### src/rtl/shared_alu_arbiter.sv
// Round-robin arbiter that shares one combinational add/multiply datapath
// among NREQ valid/ready requesters and returns results through a single
// registered response channel tagged with the winning requester's index.
module shared_alu_arbiter #(
  parameter int unsigned NREQ  = 4,
  parameter int unsigned WIDTH = 32,
  parameter int unsigned IDW   = $clog2(NREQ)
) (
  input  logic                  clk,
  input  logic                  reset_n,
  input  logic [NREQ-1:0]       req_valid,
  input  logic [NREQ-1:0]       req_op,
  input  logic [NREQ*WIDTH-1:0] req_left,
  input  logic [NREQ*WIDTH-1:0] req_right,
  output logic [NREQ-1:0]       req_ready,
  output logic                  resp_valid,
  output logic [IDW-1:0]        resp_id,
  output logic [WIDTH-1:0]      resp_out,
  input  logic                  resp_ready
);

  localparam int unsigned LAST = NREQ - 1;

  logic [IDW-1:0]   prio_ptr;
  logic             can_accept;
  logic             grant_found;
  logic [IDW-1:0]   grant_idx;
  logic [IDW-1:0]   next_ptr;
  int unsigned      cand;
  logic [IDW-1:0]   cand_idx;

  logic [WIDTH-1:0] left_arr  [NREQ];
  logic [WIDTH-1:0] right_arr [NREQ];
  logic [WIDTH-1:0] sel_left;
  logic [WIDTH-1:0] sel_right;
  logic             sel_op;
  logic [WIDTH-1:0] add_res;
  logic [WIDTH-1:0] mul_res;
  logic [WIDTH-1:0] alu_res;

  // Requests are ignored while reset is held so no grant leaks out of reset.
  assign can_accept = reset_n && (!resp_valid || resp_ready);

  // Split the packed operand buses into per-requester words.
  always_comb begin
    for (int i = 0; i < int'(NREQ); i++) begin
      left_arr[i]  = req_left[i*WIDTH +: WIDTH];
      right_arr[i] = req_right[i*WIDTH +: WIDTH];
    end
  end

  // Rotating priority search: first valid requester at or after prio_ptr.
  always_comb begin
    grant_found = 1'b0;
    grant_idx   = '0;
    cand        = 0;
    cand_idx    = '0;
    if (can_accept) begin
      for (int unsigned k = 0; k < NREQ; k++) begin
        cand = 32'(prio_ptr) + k;
        if (cand >= NREQ) begin
          cand = cand - NREQ;
        end
        cand_idx = IDW'(cand);
        if (!grant_found && req_valid[cand_idx]) begin
          grant_found = 1'b1;
          grant_idx   = cand_idx;
        end
      end
    end
  end

  // One-hot grant; the winner's request is accepted in this same cycle.
  always_comb begin
    req_ready = '0;
    if (grant_found) begin
      req_ready[grant_idx] = 1'b1;
    end
  end

  // Shared single-cycle datapath fed by the winner's operands; results keep
  // only the low WIDTH bits of the sum or product.
  always_comb begin
    sel_left  = left_arr[grant_idx];
    sel_right = right_arr[grant_idx];
    sel_op    = req_op[grant_idx];
    add_res   = sel_left + sel_right;
    mul_res   = sel_left * sel_right;
    alu_res   = sel_op ? mul_res : add_res;
  end

  // Pointer moves just past the winner, wrapping from the last requester.
  assign next_ptr = (grant_idx == IDW'(LAST)) ? '0 : grant_idx + IDW'(1);

  // Response register and priority pointer; pointer only advances on accept.
  always_ff @(posedge clk or negedge reset_n) begin
    if (!reset_n) begin
      resp_valid <= 1'b0;
      resp_id    <= '0;
      resp_out   <= '0;
      prio_ptr   <= '0;
    end else if (grant_found) begin
      resp_valid <= 1'b1;
      resp_id    <= grant_idx;
      resp_out   <= alu_res;
      prio_ptr   <= next_ptr;
    end else if (resp_valid && resp_ready) begin
      resp_valid <= 1'b0;
    end
  end

endmodule

### config.mk
export PLATFORM = sky130hd
export DESIGN_NAME = shared_alu_arbiter
export DESIGN_NICKNAME = d
export VERILOG_FILES = /design/src/rtl/shared_alu_arbiter.sv
export SDC_FILE = /design/constraint.sdc
export NUM_CORES = 2
export LEC_CHECK = 0
export ABC_AREA = 1
export BUFFER_PORTS_ARGS = -buffer_cell sky130_fd_sc_hd__buf_2
export CAP_MARGIN = 20
export CORE_AREA = 2 2 389 198
export CTS_CLUSTER_SIZE = 20
export DETAILED_ROUTE_END_ITERATION = 7
export DIE_AREA = 0 0 391 200
export HOLD_SLACK_MARGIN = 0.02
export SYNTH_ARGS = -nofsm -noshare
export SYNTH_HDL_FRONTEND = slang
export SYNTH_SLANG_ARGS = --single-unit
### constraint.sdc
create_clock -name clk -period 7.65 [get_ports clk]
set_input_delay 0.3825 -clock clk [delete_from_list [all_inputs] [get_ports clk]]
set_output_delay 0.3825 -clock clk [all_outputs]
set_load 0.05 [all_outputs]
Word-level counts from Yosys, hierarchy flattened
Index checks and enable logic that the tools add are counted.
{"block": "op_classes", "addsub": 9, "n_mul": 1, "magnitude_cmp": 11, "n_eq_ne": 1, "mux": 44, "bitwise": 1, "n_reduce_logical": 12}
{"op": "$mux W32", "n": 5}
{"op": "$bmux W32 S2", "n": 2}
{"op": "$add A32 B32 Y32", "n": 1}
{"op": "$mul A32 B32 Y32", "n": 1}
{"op": "$mux W2", "n": 14}
{"op": "$mux W1", "n": 16}
{"op": "$lt A2 B3 Y1 const B", "n": 5}
{"op": "$ge A3 B3 Y1 const B", "n": 4}
{"op": "$bmux W1 S2", "n": 5}
{"op": "$sub A2 B1 Y2 const B", "n": 4}
{"op": "$add A2 B2 Y3 const B", "n": 2}
{"op": "$logic_and A1 B1 Y1", "n": 6}
{"op": "$logic_not A1 Y1", "n": 4}
{"op": "$mux W4", "n": 1}
{"op": "$add A2 B1 Y3 const B", "n": 1}
{"op": "$ge A2 B3 Y1 const B", "n": 1}
{"op": "$not A2 Y3", "n": 1}
{"op": "$add A2 B1 Y2 const B", "n": 1}
{"op": "$demux W1 S2", "n": 1}
{"op": "$eq A2 B2 Y1 const B", "n": 1}
{"op": "$ge A2 B1 Y1 const B", "n": 1}
{"op": "$reduce_bool A2 Y1", "n": 1}
{"op": "$logic_or A1 B1 Y1", "n": 1}
{"block": "word_totals", "ff_bits": 37, "input_bits": 267, "output_inout_bits": 39, "wordCells": 83}

Logic depth before layout (Yosys ltp)
{"block": "logic_depth", "depth_word": 26, "ltp_mapped": 50, "ltp_nobuf": 48}

Least setup slack after synthesis
No wires, ideal clock.
{"block": "synth_path", "kind": "reg-to-reg", "startpoint": "register resp_valid", "endpoint": "register resp_out[31]", "setup_time_ps": 77, "arrival_ps": 7838, "t_required_ps": 7573, "slack_ps": -266, "path_stages_with_launch": 38, "n_path_buf": 3, "period_less_slack_ps": 7916, "cell_sequence": "dfrtp_1 inv_1 o21a_1 clkbuf_1 clkbuf_1 nand4_1 nand3_1 nand2_2 inv_1 clkbuf_1 nor2_1 fa_1 inv_1 fa_1 fa_1 fa_1 inv_1 fa_1 [2 not listed] inv_1 fa_1 fa_1 ha_1 nand2_1 o21ai_0 a21oi_1 inv_1 nand2_1 nand2_1 nand2_1 nand2_1 nand3_1 nand2_1 inv_1 nand2_1 nand3_1 a21oi_1"}
{"block": "synth_via", "elab_chain_len": 10, "word_cells_on_any_way": 17, "cone_classes": "add/sub: 1; mul: 1; mux: 11; bitwise: 1; reduce/logical: 3"}
{"element": "start: declaration", "line": "16", "text": "output logic resp_valid,"}
{"element": "start signal: assignment", "line": "98", "text": "resp_valid <= 1'b0;"}
{"element": "start signal: assignment", "line": "103", "text": "resp_valid <= 1'b1;"}
{"element": "start signal: assignment", "line": "108", "text": "resp_valid <= 1'b0;"}
{"element": "$logic_not A1 Y1 (*)", "line": "42", "text": "assign can_accept = reset_n && (!resp_valid || resp_ready);"}
{"element": "$logic_or A1 B1 Y1 (*)", "line": "42"}
{"element": "$logic_and A1 B1 Y1 (*)", "line": "42"}
{"element": "$mux W2", "line": "58", "text": "if (can_accept) begin"}
{"element": "$not A2 Y3 (implied by the code)", "line": "84, 85"}
{"element": "$bmux W32 S2, on equally long branches", "line": "84, 85"}
{"element": "$mux W32, on equally long branches (2 in a row)", "line": "84, 85"}
{"element": "$mul A32 B32 Y32 / $add A32 B32 Y32 (equally long branches)", "line": "88, 87"}
{"element": "$mux W32", "line": "89", "text": "alu_res = sel_op ? mul_res : add_res;"}
{"element": "end signal: assignment", "line": "105", "text": "resp_out <= alu_res;"}
{"element": "end: declaration", "line": "18", "text": "output logic [WIDTH-1:0] resp_out,"}
Every way passes the cells marked *; elsewhere a longest branch is shown, timed or not. The select of a mux whose other input is x is not followed.
A chain may end at the register's enable or synchronous reset.

Worst setup path after layout
{"block": "layout_path", "startpoint": "register prio_ptr[0]", "endpoint": "register resp_out[30]"}
{"block": "layout_via", "elab_chain_len": 25, "word_cells_on_any_way": 58, "cone_classes": "add/sub: 8; mul: 1; order compare: 4; mux: 38; bitwise: 1; reduce/logical: 6"}
{"element": "start: declaration", "line": "24", "text": "logic [IDW-1:0] prio_ptr;"}
{"element": "start signal: assignment", "line": "106", "text": "prio_ptr <= next_ptr;"}
{"element": "$ge A2 B3 Y1 / $sub A2 B1 Y2 (equally long branches)", "line": "61, 62"}
{"element": "$mux W2", "line": "61", "text": "if (cand >= NREQ) begin"}
{"element": "$mux W2", "line": "58"}
{"element": "$bmux W1 S2", "line": "65", "text": "if (!grant_found && req_valid[cand_idx]) begin"}
{"element": "$mux W1 (implied by the code)", "line": "65"}
{"element": "$mux W1", "line": "65"}
{"element": "$mux W1", "line": "58"}
{"element": "$logic_not A1 Y1", "line": "65"}
{"element": "[8 not listed]"}
{"element": "$logic_and A1 B1 Y1", "line": "65"}
{"element": "$mux W2", "line": "65"}
{"element": "$mux W2", "line": "58"}
{"element": "$not A2 Y3 (implied by the code)", "line": "84, 85"}
{"element": "$bmux W32 S2, on equally long branches", "line": "84, 85"}
{"element": "$mux W32, on equally long branches (2 in a row)", "line": "84, 85"}
{"element": "$mul A32 B32 Y32 / $add A32 B32 Y32 (equally long branches)", "line": "88, 87"}
{"element": "$mux W32", "line": "89"}
Several ways; a longest one is shown, not always the timed one. The select of a mux whose other input is x is not followed.

==> out/qor.csv <==
stage,metric,value,unit
clock_network,H-tree Lvls,2,
synthesis,synthesized instance count,3173,
placed_design,PortBufs,305,
sta,clk_skew,9.46,ps
floorplanning,DIE WIDTH,391,µm
clock_network,TritonCTS Buffers,5,
clock_network,clk sinks,37,
synthesis,dominant synthesized flop cell,dfrtp_1,
critical_path,Crit path arrival time,8370,ps
synthesis,sequential-to-total area share from yosys stat,0.0415,
sta,Fin. Hold Viols,0,
routing,Routed WL,99000,µm
placed_design,Placement Setup Slack,-1060,ps
synthesis,"Avg Cell Area, Syn",7.03,µm²
synthesis,xor/xnor cell area share of the yosys netlist,0.0134,
clock_network,CTS tree,yes,
critical_path,R2R cell count,40,
grt,first-pass GRT wire length,145000,µm
cells_and_area,footprint of the multi-input gates,0.0195,mm²
floorplanning,Die Ht,200,µm
cells_and_area,area delta synth->final,38.5,%
routing,post-route antenna net violation count,0,
clock_network,clock slew at reported path FFs,70,ps
sta,Least-Margin Pin Slew,596,ps
sta,final worst setup slack,-506,ps
sta,f_max,123,MHz
floorplanning,DIE AREA,0.0782,mm²
routing,Detailed Routing Iterations Pass 1,6,
run_status,failing checks,negative setup slack,
sta,RSZ-0062 raised after global routing,true,
sta,Final Cycle Share,1.07,
floorplanning,Initial Util,0.299,
synthesis,Synth Area in Simple Gates,0.269,
grt,largest net degree at the start of global routing,57,
critical_path,R2R Setup Slk,-510,ps
sta,Final min period,8160,ps
grt,Overflow after GRT,0,
critical_path,CP Data Required Time,7860,ps
job,max-cap check violation count,0,
routing,drt wl/cell,20.5,µm
sta,Max Slew Vio Count,0,
critical_path,worst-path maximum fanout,16,
critical_path,critical path type,register to register,
placed_design,DP HPWL,83100,µm
grt,number of global-route vias before repair,23700,
routing,Detailed Route Iter0 Violations,2137,
sta,Slew HR,0.603,
routing,Via density,4.96,
sta,Final setup viols,17,
floorplanning,core area,0.0746,mm²
grt,gr usage total,0.249,
synthesis,largest family of logic cells by synthesized area,adder cells,
cells_and_area,Nets,4670,
synthesis,Async SR Flop Fraction,1.00,
cells_and_area,share of post-route cells with drive strength above 1,0.299,
clock_network,Max clock buf depth,2,
synthesis,yosys warns,0,
synthesis,Synth Area in Compound Gates,0.0689,
critical_path,"most used cell, CP",fa_1,
clock_network,clock root buffer,clkbuf_16,
critical_path,critical path's largest stage delay,550,ps
synthesis,Synth cell types,45,
cells_and_area,Final Cell Area,0.0309,mm²
placed_design,GPL Wtd Cong,1.01,
critical_path,slowest CP cell,fa_1,
synthesis,"Cell Area, Synth",0.0223,mm²
synthesis,post-synthesis adder-cell area fraction,0.456,
cells_and_area,number of fillers in the final layout,7668,
clock_network,insertion delay to the later sink of the worst-skew pair,300,ps
grt,initial antenna violation count,5,
critical_path,Crit. End Element,register,
placed_design,Placed Area,0.0279,mm²
synthesis,Post-synth EDFFs,0,
floorplanning,I/O Pins,306,
floorplanning,Rows,71,
run_status,status,"finished, violations left",
synthesis,mux cell area share after synthesis,0,
cells_and_area,Sequential Area,928,µm²
synthesis,Syn Nets,4007,
hold_path,HP Class,input port to asynchronous set/reset pin,
synthesis,Yosys reg bits,37,
clock_network,CTS Hold Bufs,0,
routing,via count,24000,
routing,Residual DRC,0,
critical_path,startpoint class of the critical path,register,
repair_timing:
| action | in CTS | in global routing |
|---|---|---|
| resized for setup | 323 | 155 |
| setup endpoints to repair | 19 | 21 |
| pin swaps | 121 | 94 |
| cloned | 9 | 3 |
| buffers inserted | 47 | 21 |
| hold endpoints to repair | 0 | 0 |
layer usage:
| layer | part of all wire | GRT usage | wire length (µm) | vias up |
|---|---|---|---|---|
| met4 | 0.032 | 0.0701 | 3120 | 2 |
| met2 | 0.44 | 0.394 | 44000 | 956 |
| met5 | 0.00013 | 0 | 13 | - |
| met3 | 0.094 | 0.0500 | 9300 | 149 |
| met1 | 0.43 | 0.347 | 42600 | 11900 |
| li1 | - | - | - | 10900 |
cell families after synthesis:
group                    Yosys count
adder cells (fa/ha/maj)          567
AND/OR/NAND/NOR                 1432
buffers and inverters            837
XOR/XNOR                          34
AO/OA/AOI/OAI                    266
flip-flops                        37
critical path: cells and delay by family (launching register included):
family	cells	cell delay, ps
adder cells (fa/ha/maj)	9	4290
AND/OR/NAND/NOR	14	1170
flip-flops	1	460
AO/OA/AOI/OAI	4	780
buffers and inverters	13	1320
cell type report:
| class | instances | share of cell area |
|---|---|---|
| inverters | 704 | 0.0872 |
| clock inverters | 3 | 0.00142 |
| clock buffers | 5 | 0.00405 |
| diodes | 5 | 0.000405 |
| multi-input cells | 2299 | 0.631 |
| flip-flops and latches | 37 | 0.0301 |
| well taps | 985 | 0.0399 |
| repair buffers | 789 | 0.206 |
state kept, by name, indices dropped and copies added (netlist names):
register,count
resp_out,32
resp_valid,1
prio_ptr,2
resp_id,2
synth_stat cells, types with 5 or more instances:
| cell | number | area, µm² |
|---|---|---|
| a21oi_1 | 84 | 420 |
| a31oi_1 | 26 | 163 |
| buf_1 | 8 | 30.0 |
| buf_2 | 33 | 165 |
| buf_4 | 17 | 128 |
| buf_6 | 16 | 180 |
| clkbuf_1 | 59 | 221 |
| clkinv_1 | 6 | 22.5 |
| dfrtp_1 | 37 | 926 |
| fa_1 | 409 | 8190 |
| ha_1 | 158 | 1980 |
| inv_1 | 687 | 2580 |
| inv_2 | 11 | 41.3 |
| nand2_1 | 741 | 2780 |
| nand2_2 | 35 | 219 |
| nand3_1 | 153 | 766 |
| nand3b_1 | 12 | 90.1 |
| nand4_1 | 85 | 532 |
| nor2_1 | 383 | 1440 |
| nor3_1 | 7 | 35.0 |
| o211ai_1 | 21 | 158 |
| o21a_1 | 5 | 37.5 |
| o21ai_0 | 79 | 395 |
| o21ai_1 | 21 | 105 |
| o21bai_1 | 8 | 60.1 |
| xnor2_1 | 13 | 114 |
| xor2_1 | 21 | 184 |
final timing paths:
| check | from | end |
|---|---|---|
| max in group asynchronous | reset_n | prio_ptr[1] |
| min in group clk | resp_ready | resp_valid |
| max | prio_ptr[0] | resp_out[30] |
| max reg2reg | prio_ptr[0] | resp_out[30] |
| min | reset_n | resp_out[22] |
| min reg2reg | resp_out[3] | resp_out[3] |
per-stage QoR:
step / utilization / TNS (ps) / cells / hold slack (ps)
after floorplan: - / -20.4 / 3173 / 86.9
after global placement: 0.374 / -10230 / 4738 / 461
after detailed placement: 0.374 / -11870 / 4738 / 463
after CTS: 0.401 / -5210 / 4798 / 251
after global routing: 0.414 / -10960 / 4825 / 270
final: 0.414 / -5820 / 4827 / 239
cell usage in the layout (no fill, tap or decap), types with 12 or more instances in the layout:
master / n
nand2_1: 682
inv_1: 660
fa_1: 375
buf_4: 362
nor2_1: 325
buf_2: 305
nand3_1: 139
ha_1: 116
nand4_1: 85
nand2_2: 75
o21ai_0: 60
a21oi_1: 60
buf_12: 57
nor2_2: 42
buf_6: 41
ha_4: 39
dfrtp_1: 35
fa_2: 34
inv_2: 29
o21ai_1: 28
a31oi_1: 24
o211ai_1: 21
xor2_1: 19
nand2_4: 18
nor2_4: 17
a21oi_2: 16
nand3_2: 15
xnor2_1: 13
buf_8: 13
nand3b_1: 12
Power is not shown: default switching activity piles up to over one toggle a cycle in this logic, so the estimate is an artifact.
